File: src/rtl/arbitro_mem_datos.sv
// Data-memory arbiter for the MIPS core: pipeline MEM stage has fixed priority over a debug dump sequencer.
// Optional misalignment detection is enabled by defining ARBITRO_MEM_DATOS_MISALIGN_DETECT_EN.
module arbitro_mem_datos #(
  parameter int RAM_WIDTH                       = 32,
  parameter int RAM_DEPTH                       = 1024,
  parameter int CANT_COLUMNAS_MEM_DATOS         = 4,
  parameter int CANT_BITS_SELECT_BYTES_MEM_DATA = 3,
  // Bits needed to index RAM_DEPTH-1, i.e. clogb2(RAM_DEPTH-1) for RAM_DEPTH >= 2.
  localparam int AW                             = $clog2(RAM_DEPTH)
) (
  input  logic                                       i_clock,
  input  logic                                       i_reset,
  input  logic                                       i_pipe_read,
  input  logic                                       i_pipe_write,
  input  logic [AW+1:0]                              i_pipe_address,
  input  logic [CANT_BITS_SELECT_BYTES_MEM_DATA-1:0] i_pipe_select_bytes,
  input  logic [RAM_WIDTH-1:0]                       i_pipe_data_write,
  output logic [RAM_WIDTH-1:0]                       o_pipe_data_read,
  input  logic                                       i_debug_start,
  input  logic                                       i_debug_ready,
  output logic                                       o_debug_valid,
  output logic [RAM_WIDTH-1:0]                       o_debug_data,
  output logic [AW-1:0]                              o_debug_address,
  output logic                                       o_debug_done,
  output logic                                       o_mem_enable,
  output logic [AW-1:0]                              o_mem_address,
  output logic [CANT_COLUMNAS_MEM_DATOS-1:0]         o_mem_write_enable,
  output logic [RAM_WIDTH-1:0]                       o_mem_data_write,
  input  logic [RAM_WIDTH-1:0]                       i_mem_data_read,
  output logic                                       o_error_misaligned
);

  localparam int BYTE_W = 8;
  localparam int HALF_W = 16;

  typedef enum logic [1:0] {SZ_NONE = 2'd0, SZ_BYTE = 2'd1, SZ_HALF = 2'd2, SZ_WORD = 2'd3} size_t;
  typedef enum logic [2:0] {ST_IDLE, ST_READ, ST_WAIT, ST_PRESENT, ST_DONE} state_t;

  state_t                 state_q, state_d;
  logic [AW-1:0]          cnt_q, cnt_d;
  logic [RAM_WIDTH-1:0]   dbg_data_q, dbg_data_d;
  logic                   dbg_rd;

  size_t                  size_q;
  logic                   zext_q;
  logic [1:0]             lsb_q;
  logic                   bad_q;

  size_t                  size;
  logic [1:0]             lsb;
  logic                   pipe_req;
  logic                   misaligned;

  assign size     = size_t'(i_pipe_select_bytes[1:0]);
  assign lsb      = i_pipe_address[1:0];
  assign pipe_req = i_pipe_read | i_pipe_write;

`ifdef ARBITRO_MEM_DATOS_MISALIGN_DETECT_EN
  logic err_q;

  assign misaligned = ((size == SZ_HALF) && lsb[0]) || ((size == SZ_WORD) && (lsb != 2'b00));

  always_ff @(posedge i_clock or negedge i_reset) begin
    if (!i_reset) err_q <= 1'b0;
    else if (pipe_req && misaligned) err_q <= 1'b1;
  end

  assign o_error_misaligned = err_q;
`else
  assign misaligned         = 1'b0;
  assign o_error_misaligned = 1'b0;
`endif

  // Column enables; a simultaneous read and write is served as a read only.
  always_comb begin
    // NOTE: every output of a combinational block gets a default first so no path infers a latch.
    o_mem_write_enable = '0;
    if (i_pipe_write && !i_pipe_read && !misaligned) begin
      unique case (size)
        SZ_WORD: o_mem_write_enable = '1;
        SZ_HALF: o_mem_write_enable = CANT_COLUMNAS_MEM_DATOS'(2'b11) << {lsb[1], 1'b0};
        SZ_BYTE: o_mem_write_enable = CANT_COLUMNAS_MEM_DATOS'(1) << lsb;
        SZ_NONE: o_mem_write_enable = '0;
      endcase
    end
  end

  assign o_mem_enable     = pipe_req | dbg_rd;
  assign o_mem_address    = pipe_req ? i_pipe_address[AW+1:2] : cnt_q;
  assign o_mem_data_write = i_pipe_data_write;

  // Load format is captured at issue because RAM data arrives one cycle later.
  always_ff @(posedge i_clock or negedge i_reset) begin
    if (!i_reset) begin
      // NOTE: sequential state uses non-blocking assignments so every flop samples pre-edge values.
      size_q <= SZ_NONE;
      zext_q <= 1'b0;
      lsb_q  <= 2'b00;
      bad_q  <= 1'b0;
    end else if (i_pipe_read) begin
      size_q <= size;
      zext_q <= i_pipe_select_bytes[2];
      lsb_q  <= lsb;
      bad_q  <= misaligned;
    end
  end

  logic [BYTE_W-1:0] byte_lane;
  logic [HALF_W-1:0] half_lane;

  assign byte_lane = i_mem_data_read[{lsb_q, 3'b000} +: BYTE_W];
  assign half_lane = i_mem_data_read[{lsb_q[1], 4'b0000} +: HALF_W];

  always_comb begin
    o_pipe_data_read = '0;
    if (!bad_q) begin
      unique case (size_q)
        SZ_WORD: o_pipe_data_read = i_mem_data_read;
        SZ_HALF: o_pipe_data_read = {{(RAM_WIDTH-HALF_W){~zext_q & half_lane[HALF_W-1]}}, half_lane};
        SZ_BYTE: o_pipe_data_read = {{(RAM_WIDTH-BYTE_W){~zext_q & byte_lane[BYTE_W-1]}}, byte_lane};
        SZ_NONE: o_pipe_data_read = '0;
      endcase
    end
  end

  always_ff @(posedge i_clock or negedge i_reset) begin
    if (!i_reset) begin
      state_q    <= ST_IDLE;
      cnt_q      <= '0;
      dbg_data_q <= '0;
    end else begin
      state_q    <= state_d;
      cnt_q      <= cnt_d;
      dbg_data_q <= dbg_data_d;
    end
  end

  always_comb begin
    state_d    = state_q;
    cnt_d      = cnt_q;
    dbg_data_d = dbg_data_q;
    dbg_rd     = 1'b0;
    unique case (state_q)
      ST_IDLE: begin
        if (i_debug_start) begin
          cnt_d   = '0;
          state_d = ST_READ;
        end
      end
      ST_READ: begin
        if (!pipe_req) begin
          dbg_rd  = 1'b1;
          state_d = ST_WAIT;
        end
      end
      ST_WAIT: begin
        // RAM output here still reflects the address issued in READ.
        dbg_data_d = i_mem_data_read;
        state_d    = ST_PRESENT;
      end
      ST_PRESENT: begin
        if (i_debug_ready) begin
          if (cnt_q == AW'(RAM_DEPTH-1)) begin
            state_d = ST_DONE;
          end else begin
            cnt_d   = cnt_q + AW'(1);
            state_d = ST_READ;
          end
        end
      end
      ST_DONE: state_d = ST_IDLE;
      default: state_d = ST_IDLE;
    endcase
  end

  assign o_debug_valid   = (state_q == ST_PRESENT);
  assign o_debug_done    = (state_q == ST_DONE);
  assign o_debug_data    = dbg_data_q;
  assign o_debug_address = cnt_q;

endmodule

File: config.mk
export PLATFORM = sky130hd
export DESIGN_NAME = arbitro_mem_datos
export DESIGN_NICKNAME = d
export VERILOG_FILES = /design/src/rtl/arbitro_mem_datos.sv
export SDC_FILE = /design/constraint.sdc
export NUM_CORES = 1
export LEC_CHECK = 0
export CAP_MARGIN = 20
export CORE_ASPECT_RATIO = 1.75
export CORE_MARGIN = 1
export CORE_UTILIZATION = 33
export DETAILED_ROUTE_END_ITERATION = 8
export PLACE_DENSITY = 0.83
export SLEW_MARGIN = 40
export SYNTH_ARGS = -nofsm -noshare
export SYNTH_HDL_FRONTEND = slang
export SYNTH_SLANG_ARGS = --single-unit
File: constraint.sdc
create_clock -name i_clock -period 2 [get_ports i_clock]
set_input_delay 0.5 -clock i_clock [delete_from_list [all_inputs] [get_ports i_clock]]
set_output_delay 0.5 -clock i_clock [all_outputs]
set_load 0.005 [all_outputs]
* After elaboration in Yosys (flattened, before gate mapping)
Index checks and enable logic that the tools add are counted.
W data, S select, Z words.
** Storage, ports and cells
- Bits of input ports :: 85
- Memories kept :: 0
- Register bits after elaboration :: 50
- Word-level logic and storage cells :: 54
- ROM bits :: 0
- Bits in latches :: 0
- RAM bits :: 0
- Output and inout port bits :: 124
** Operators by class
- Mux-type cells :: 15
- $add $sub $neg :: 1
- Equal/unequal tests :: 15
- $lt $le $gt $ge :: 0
- Shift operators :: 4
- Reductions and logical operators :: 8
- Multiply operators :: 0
- Bitwise logic cells :: 5
- Divide/modulo/power cells :: 0
** Operator list (number)
- $pmux W32 S4 :: 1
- $mux W10 :: 4
- $shiftx A32 B6 Y16 :: 1
- $shiftx A32 B6 Y8 :: 1
- $pmux W10 S2 :: 1
- $pmux W4 S4 :: 1
- $mux W3 :: 4
- $pmux W3 S4 :: 1
- $add A10 B1 Y10 const B :: 1
- $eq A10 B10 Y1 const B :: 1
- $eq A2 B2 Y1 const B :: 4
- $ne A2 B2 Y1 const B :: 4
- $eq A3 B2 Y1 const B :: 2
- $eq A2 B1 Y1 const B :: 2
- $logic_not A2 Y1 :: 2
- $mux W4 :: 1
- $reduce_and A4 Y1 :: 1
- $shl A1 B2 Y4 const A :: 1
- $shl A2 B2 Y4 const A :: 1
- $eq A3 B1 Y1 const B :: 1
- $eq A3 B3 Y1 const B :: 1
- $logic_not A3 Y1 :: 1
- $reduce_and A3 Y1 :: 1
- $and A1 B1 Y1 :: 2
- other kinds (6) :: 8

* Longest topological paths before layout
Gate-level depths: netlist of the first run.
- Word-level depth :: 4
- Gate-level depth with buffers :: 6
- Mapped depth without buffers :: 5

* Worst setup path after synthesis of the first run
Ideal clock, no wire load.
- Kind :: input -> output
- Start :: input i_pipe_read
- End :: output o_mem_address[0]
- Data required time :: 1.500 ns
- Path slack :: -0.048 ns
- Arrival time :: 1.548 ns
- Stages on the path :: 4
- Cells stage by stage :: clkbuf_1 > nor2_1 > buf_1 > mux2_2
** On the way
- Longest elaborated chain between the ends :: 2
** RTL lines
- start, declared :: line 13 : input logic i_pipe_read,
- $or A1 B1 Y1 :: line 56 : assign pipe_req = i_pipe_read | i_pipe_write;
- $mux W10 :: line 89 : assign o_mem_address = pipe_req ? i_pipe_address[AW+1:2] : cnt_q;
- end, declared :: line 26 : output logic [AW-1:0] o_mem_address,
Every way passes these cells.

* Final worst setup path of the first run
- Start :: register lsb_q[0]
- End :: output o_pipe_data_read[27]
** On the way
- Longest elaborated chain between the ends :: 3
** RTL lines
- start, declared :: line 46 : logic [1:0] lsb_q;
- start signal, assigned :: line 103 : lsb_q <= lsb;
- $shiftx A32 B6 Y8 :: line 111 : assign byte_lane = i_mem_data_read[{lsb_q, 3'b000} +: BYTE_W];
- $and A1 B1 Y1 :: line 120 : SZ_BYTE: o_pipe_data_read = {{(RAM_WIDTH-BYTE_W){~zext_q & byte_lane[BYTE_W-1]}}, byte_lane};
- $pmux W32 S4 :: line 117 : unique case (size_q)
- end, declared :: line 18 : output logic [RAM_WIDTH-1:0] o_pipe_data_read,
Every way passes these cells.

==> results of run 1 <==
-- routing by layer --
layer	part of all wire	track usage	wire [um]	vias to the layer above
met1	0.33	0.2275	4055	1637
met5	0	0	0	-
met2	0.56	0.4720	6849	156
met3	0.059	0.04621	724	49
met4	0.049	0.1400	594	0
li1	-	-	-	1516
-- registers in the layout, summed over array words and instances (netlist names) --
register         count
size_q               2
o_debug_address     10
zext_q               1
o_debug_data        32
lsb_q                2
state_q              3
-- critical path: stages (launching register included) --
cell and delay [ns]:
dfrtp_1 0.41, mux4_2 0.56, a22oi_2 0.21, buf_4 0.17, nor2_4 0.07, a21o_1 0.18, buf_2 0.12
-- stage by stage --
step | instances | TNS (ns) | setup WS [ns] | total power, mW
after floorplan | 312 | -0.3190 | -0.03190 | 2.444
after global placement | 571 | -37.62 | -1.157 | 3.725
after detailed placement | 571 | -39.73 | -1.217 | 3.806
after CTS | 619 | -11.76 | -0.4885 | 4.816
after global routing | 634 | -14.80 | -0.5649 | 5.129
final | 634 | -12.49 | -0.5000 | 4.893
-- cell type report --
cell class | instances | area [sq um] | share of cell area
clock buffers | 7 | 142.6 | 0.02568
clock inverters | 1 | 5.005 | 0.0009009
inverters | 5 | 18.77 | 0.003378
multi-input cells | 206 | 1824 | 0.3284
flip-flops and latches | 50 | 1259 | 0.2266
well taps | 122 | 152.6 | 0.02748
repair buffers | 243 | 2153 | 0.3876
-- worst max path at each step --
stage / start / endpoint / depth (start not counted)
after floorplan: i_mem_data_read[31] / o_pipe_data_read[16] / 5
after global placement: i_mem_data_read[23] / o_pipe_data_read[28] / 6
after detailed placement: i_mem_data_read[23] / o_pipe_data_read[28] / 6
after CTS: lsb_q[0]$_DFFE_PN0P_ / o_pipe_data_read[28] / 6
after global routing: lsb_q[0]$_DFFE_PN0P_ / o_pipe_data_read[30] / 6
final: lsb_q[0]$_DFFE_PN0P_ / o_pipe_data_read[27] / 6
-- cells by family after synthesis --
group | synth area share
AOI/OAI and AO/OA | 0.1533
and+or+nand+nor | 0.1155
muxes | 0.2244
buffers and inverters | 0.1128
DFF | 0.3890
adders and majority gates | 0.003889
other | 0.001166
-- what timing repair did --
item                                   4_1_cts  5_1_grt
pin swaps                                   16        8
setup endpoints to repair                   49       48
endpoints found under the hold margin        0        0
gates cloned                                 2        0
hold buffers                                 0        0
gates resized for setup                    266       34
buffers inserted                            38       18
-- placed cells by master (no fill, tap or decap), types with 4 or more instances in the layout --
cell,netlist,layout
buf_4,33,68
dfrtp_2,0,6
a21oi_1,10,7
clkbuf_2,0,5
nand3_1,7,7
buf_6,2,28
a21o_1,16,16
mux2_2,47,44
dlygate4sd2_1,0,13
nor2_2,1,4
clkdlybuf4s15_2,0,4
clkdlybuf4s50_1,0,77
o41ai_1,5,5
o21ai_0,19,8
a221o_1,7,7
clkbuf_16,0,5
clkdlybuf4s15_1,0,5
dfrtp_1,50,44
o21ai_2,0,7
nor2_1,13,8
o21ai_1,0,4
nand2_1,17,14
buf_8,0,4
buf_2,8,34
buf_12,0,4
mux2i_1,17,14
-- report_power, final --
part | internal, mW | switching, mW
Combinational | 1.51 | 0.866
Sequential | 1.39 | 0.248
Clock | 0.497 | 0.379
==> results_dict.tcl, run 1 <==
set metrics [dict create \
    yosysMostFrequentCell "dfrtp_1" \
    grt-ovfl-total 0 \
    setup_slack_ns -0.5000 \
    grt_pass1_vias 3486 \
    die_h_um 132.6 \
    r2r-end "o_debug_address[6]$_DFFE_PN0P_" \
    hold_violations 0 \
    dpl_cell_area_sq_um 4841 \
    maxCapViolations 0 \
    async_flop_share 1.000 \
    crit_fanout 8 \
    drive_above_1_share 0.4785 \
    fin_area_sq_um 5555 \
    cts_root_buf "clkbuf_16" \
    synth_area_leaders "dfrtp_1 39%, mux2_2 16%, buf_4 7.7%" \
    wl_per_cell_um 19.28 \
    syn_nets 398 \
    path_clk_slew_ns 0.06 \
    period_minus_slack_ns 2.500 \
    synth_edf_count 0 \
    p_leak_nw 2.613 \
    yosys.area.top_type "dfrtp_1" \
    nFillCells 744 \
    ant_nets 0 \
    finalClockSkew_ns 0.006601 \
    port_buffers 143 \
    synthDominantCellAreaShare 0.3890 \
    core_sq_um 9468 \
    postLayoutCoreUtil 0.5868 \
    die_x_um 76.64 \
    hold-worst-slack_ns 0.06415 \
    vdd_ir_drop_max_mv 0.4928 \
    clk_latency_ns 0.29 \
    drt_pre_antenna_iters 4 \
    worstPathArrival_ns 2.00 \
    rows 47 \
    startpoint_type "register" \
    clockBufferDepth 2 \
    syn2layout_area_growth_pct 72.70 \
    diodes 0 \
    grt_start_max_net_pins 33 \
    cp-end-kind "output pin" \
    setup_violations 34 \
    ys_seq_area_frac 0.3890 \
    cts_tree "done" \
    drtIter0Drc 193 \
    die_area_sq_um 10160 \
    fmax_ghz 0.4000 \
    drv_slew 0 \
    clock_sinks 50 \
    synth_cells 312 \
    ys_top_cells_by_count "50 x dfrtp_1, 47 x mux2_2, 33 x buf_4" \
    rsz0062_at_grt "yes" \
    yosysWarnings 0 \
    cts_buffers 5 \
    ys_ff_latch 50 \
    r2r_setup_slack_ns 0.10 \
    synth.distinct_cells 46 \
    dr_total_vias 3358 \
    failed_checks "negative setup slack" \
    nets 597 \
    ctsHtreeMaxLevel 2 \
    syn_area_sq_um 3217 \
    drt-total-wl_mm 12.22 \
    avgSynthCellArea_sq_um 10.31 \
    grt_pass1_wl_mm 19.05 \
    post-route-drc-count 0 \
    viasPerCell 5.297 \
    hp-class "input port to async pin" \
    timing.rr.start "state_q[2]$_DFFE_PN0P_" \
    status "finished with violations" \
    worstRegToRegCells 8 \
    crit_type "register to output pin" \
    antenna_found_initial 0 \
    cp.required_ns 1.50 \
    start_util 0.3398 \
    place_congestion 0.9193 \
    boundaryPins 209 \
    hpwl_mm 8.280 \
    ys.flop_type "dfrtp_1" \
    grt.total_usage 0.2418 \
    power_density_nw_per_um2 880.9 \
    min_period_over_period 1.250 \
]
Note: power is estimated with default switching activity, not from simulation.
==> run 2: changes to the inputs <==
Settings changed: HOLD_SLACK_MARGIN set to 0.08, SLEW_MARGIN 40 to not set.
==> run 2 against run 1 <==
Against the previous run:
- the run still ends with negative setup slack left
- worst hold slack gained 0.44 ns
- sequential cell count unchanged
- clock skew about the same
- critical path type unchanged
- highest routed layer unchanged
==> results_dict.tcl, run 2 (synthesis results as in run 1) <==
set metrics [dict create \
    cp-end-kind "output pin" \
    syn2layout_area_growth_pct 73.01 \
    drive_above_1_share 0.4776 \
    drt_pre_antenna_iters 4 \
    rows 47 \
    worstPathArrival_ns 2.02 \
    power.internal_mw 3.402 \
    min_period_over_period 1.258 \
    cts_tree "done" \
    drtIter0Drc 186 \
    layout_common_cells "77 x clkdlybuf4s50_1, 68 x buf_4, 44 x mux2_2, 44 x dfrtp_1, 34 x buf_2" \
    largest_reg_flops 32 \
    die_area_sq_um 10160 \
    fin_area_sq_um 5565 \
    grt-ovfl-total 0 \
    final_common_cell "clkdlybuf4s50_1" \
    rsz0062_at_grt "yes" \
    hp-class "register to register" \
    cp.required_ns 1.50 \
    ctsHtreeMaxLevel 2 \
    clock_sinks 50 \
    vdd_ir_drop_max_mv 0.4920 \
    pwr-share-seq 0.334 \
    hold_violations 0 \
    viasPerCell 5.337 \
    dr_total_vias 3389 \
    status "finished with violations" \
    start_util 0.3398 \
    wl_per_cell_um 19.20 \
    p_sw_mw 1.490 \
    finalClockSkew_ns 0.006144 \
    path_clk_slew_ns 0.06 \
    setup_slack_ns -0.5168 \
    grt.total_usage 0.2418 \
    crit_fanout 8 \
    clk_latency_ns 0.29 \
    p_comb_frac 0.487 \
    port_buffers 143 \
    cts_root_buf "clkbuf_16" \
    place_congestion 0.9193 \
    period_minus_slack_ns 2.517 \
    die_h_um 132.6 \
    dpl_cell_area_sq_um 4841 \
    netSwitchingFraction 0.3045 \
    power_density_nw_per_um2 879.0 \
    crit_type "register to output pin" \
    p_leak_nw 2.617 \
    dp.cells 571 \
    core_sq_um 9468 \
    grt_start_max_net_pins 33 \
    fmax_ghz 0.3973 \
    finalNonFillerCells 635 \
    diodes 0 \
    boundaryPins 209 \
    drv_slew 0 \
    post-route-drc-count 0 \
    grt_pass1_vias 3494 \
    startpoint_type "register" \
    setup_violations 34 \
    die_x_um 76.64 \
    power_frac_clock 0.179 \
    grt_pass1_wl_mm 19.06 \
    drt-total-wl_mm 12.19 \
    nFillCells 740 \
    failed_checks "negative setup slack" \
    maxCapViolations 0 \
    power_mw 4.892 \
    ant_nets 0 \
    hpwl_mm 8.280 \
    clockBufferDepth 2 \
    cts_buffers 5 \
    antenna_found_initial 0 \
    nets 598 \
]
run 2: cell types whose count changed in the layout (fill, tap and decap cells not counted):
| cell | delta |
|---|---|
| dlygate4sd3_1 | +1 |
run 2: final cells by class:
cell class | count | area (sq um) | area share
flip-flops and latches | 50 | 1259 | 0.2262
multi-input cells | 206 | 1824 | 0.3278
repair buffers | 244 | 2163 | 0.3887
clock buffers | 7 | 142.6 | 0.02563
well taps | 122 | 152.6 | 0.02743
clock inverters | 1 | 5.005 | 0.0008993
inverters | 5 | 18.77 | 0.003372
run 2: path summary, 6_finish.rpt:
kind | start | to | slack [ns] | depth (start not counted)
max in group asynchronous | i_reset | state_q[1]$_DFFE_PN0P_ | 0.90 | 3
worst max register to register | state_q[2]$_DFFE_PN0P_ | o_debug_address[6]$_DFFE_PN0P_ | 0.10 | 8
worst min register to register | o_debug_data[28]$_DFFE_PN0P_ | o_debug_data[28]$_DFFE_PN0P_ | 0.51 | 1
worst max-delay path | lsb_q[0]$_DFFE_PN0P_ | o_pipe_data_read[27] | -0.52 | 6
min in group asynchronous | i_reset | o_debug_data[18]$_DFFE_PN0P_ | 0.61 | 2
worst min-delay path | o_debug_data[28]$_DFFE_PN0P_ | o_debug_data[28]$_DFFE_PN0P_ | 0.51 | 1
run 2: per-stage QoR:
stage            util  setup TNS, ns  hold WS (ns)  setup WS (ns)
6_report       0.5878         -12.79        0.5056        -0.5168
5_1_grt        0.5878         -14.80        0.5254        -0.5640
4_1_cts        0.5689         -11.76        0.5099        -0.4885
3_5_place_dp   0.5113         -39.73        0.3819         -1.217
3_3_place_gp   0.5113         -37.62        0.3760         -1.157
2_1_floorplan       -        -0.3190        0.2044       -0.03190
run 2: critical path, stage by stage, from the launching register on:
cell     delay, ns
dfrtp_1       0.41
mux4_2        0.57
a22oi_2       0.21
buf_4         0.17
nor2_4        0.07
a21o_1        0.18
buf_2         0.12
run 2: what timing repair did:
item / in CTS / in global routing
endpoints found under the setup margin: 49 / 48
endpoints found under the hold margin: 8 / 0
pin swaps: 16 / 8
hold buffers: 1 / 0
gates cloned: 2 / 0
resized for setup: 266 / 34
buffers inserted: 38 / 18
run 2: routing by layer:
metal / vias to the layer above / part of all wire / global-route usage
met4: 0 / 0.053 / 0.1400
met2: 169 / 0.55 / 0.4720
met1: 1650 / 0.33 / 0.2271
li1: 1517 / - / -
met5: - / 0 / 0
met3: 53 / 0.059 / 0.04690
run 2: power groups by stage:
stage                     clock, mW  combinational, mW  sequential (mW)
after floorplan                   0              0.811             1.63
after global placement            0               2.10             1.63
after detailed placement          0               2.16             1.65
after CTS                     0.895               2.29             1.63
after global routing          0.928               2.51             1.69
final                         0.874               2.38             1.64
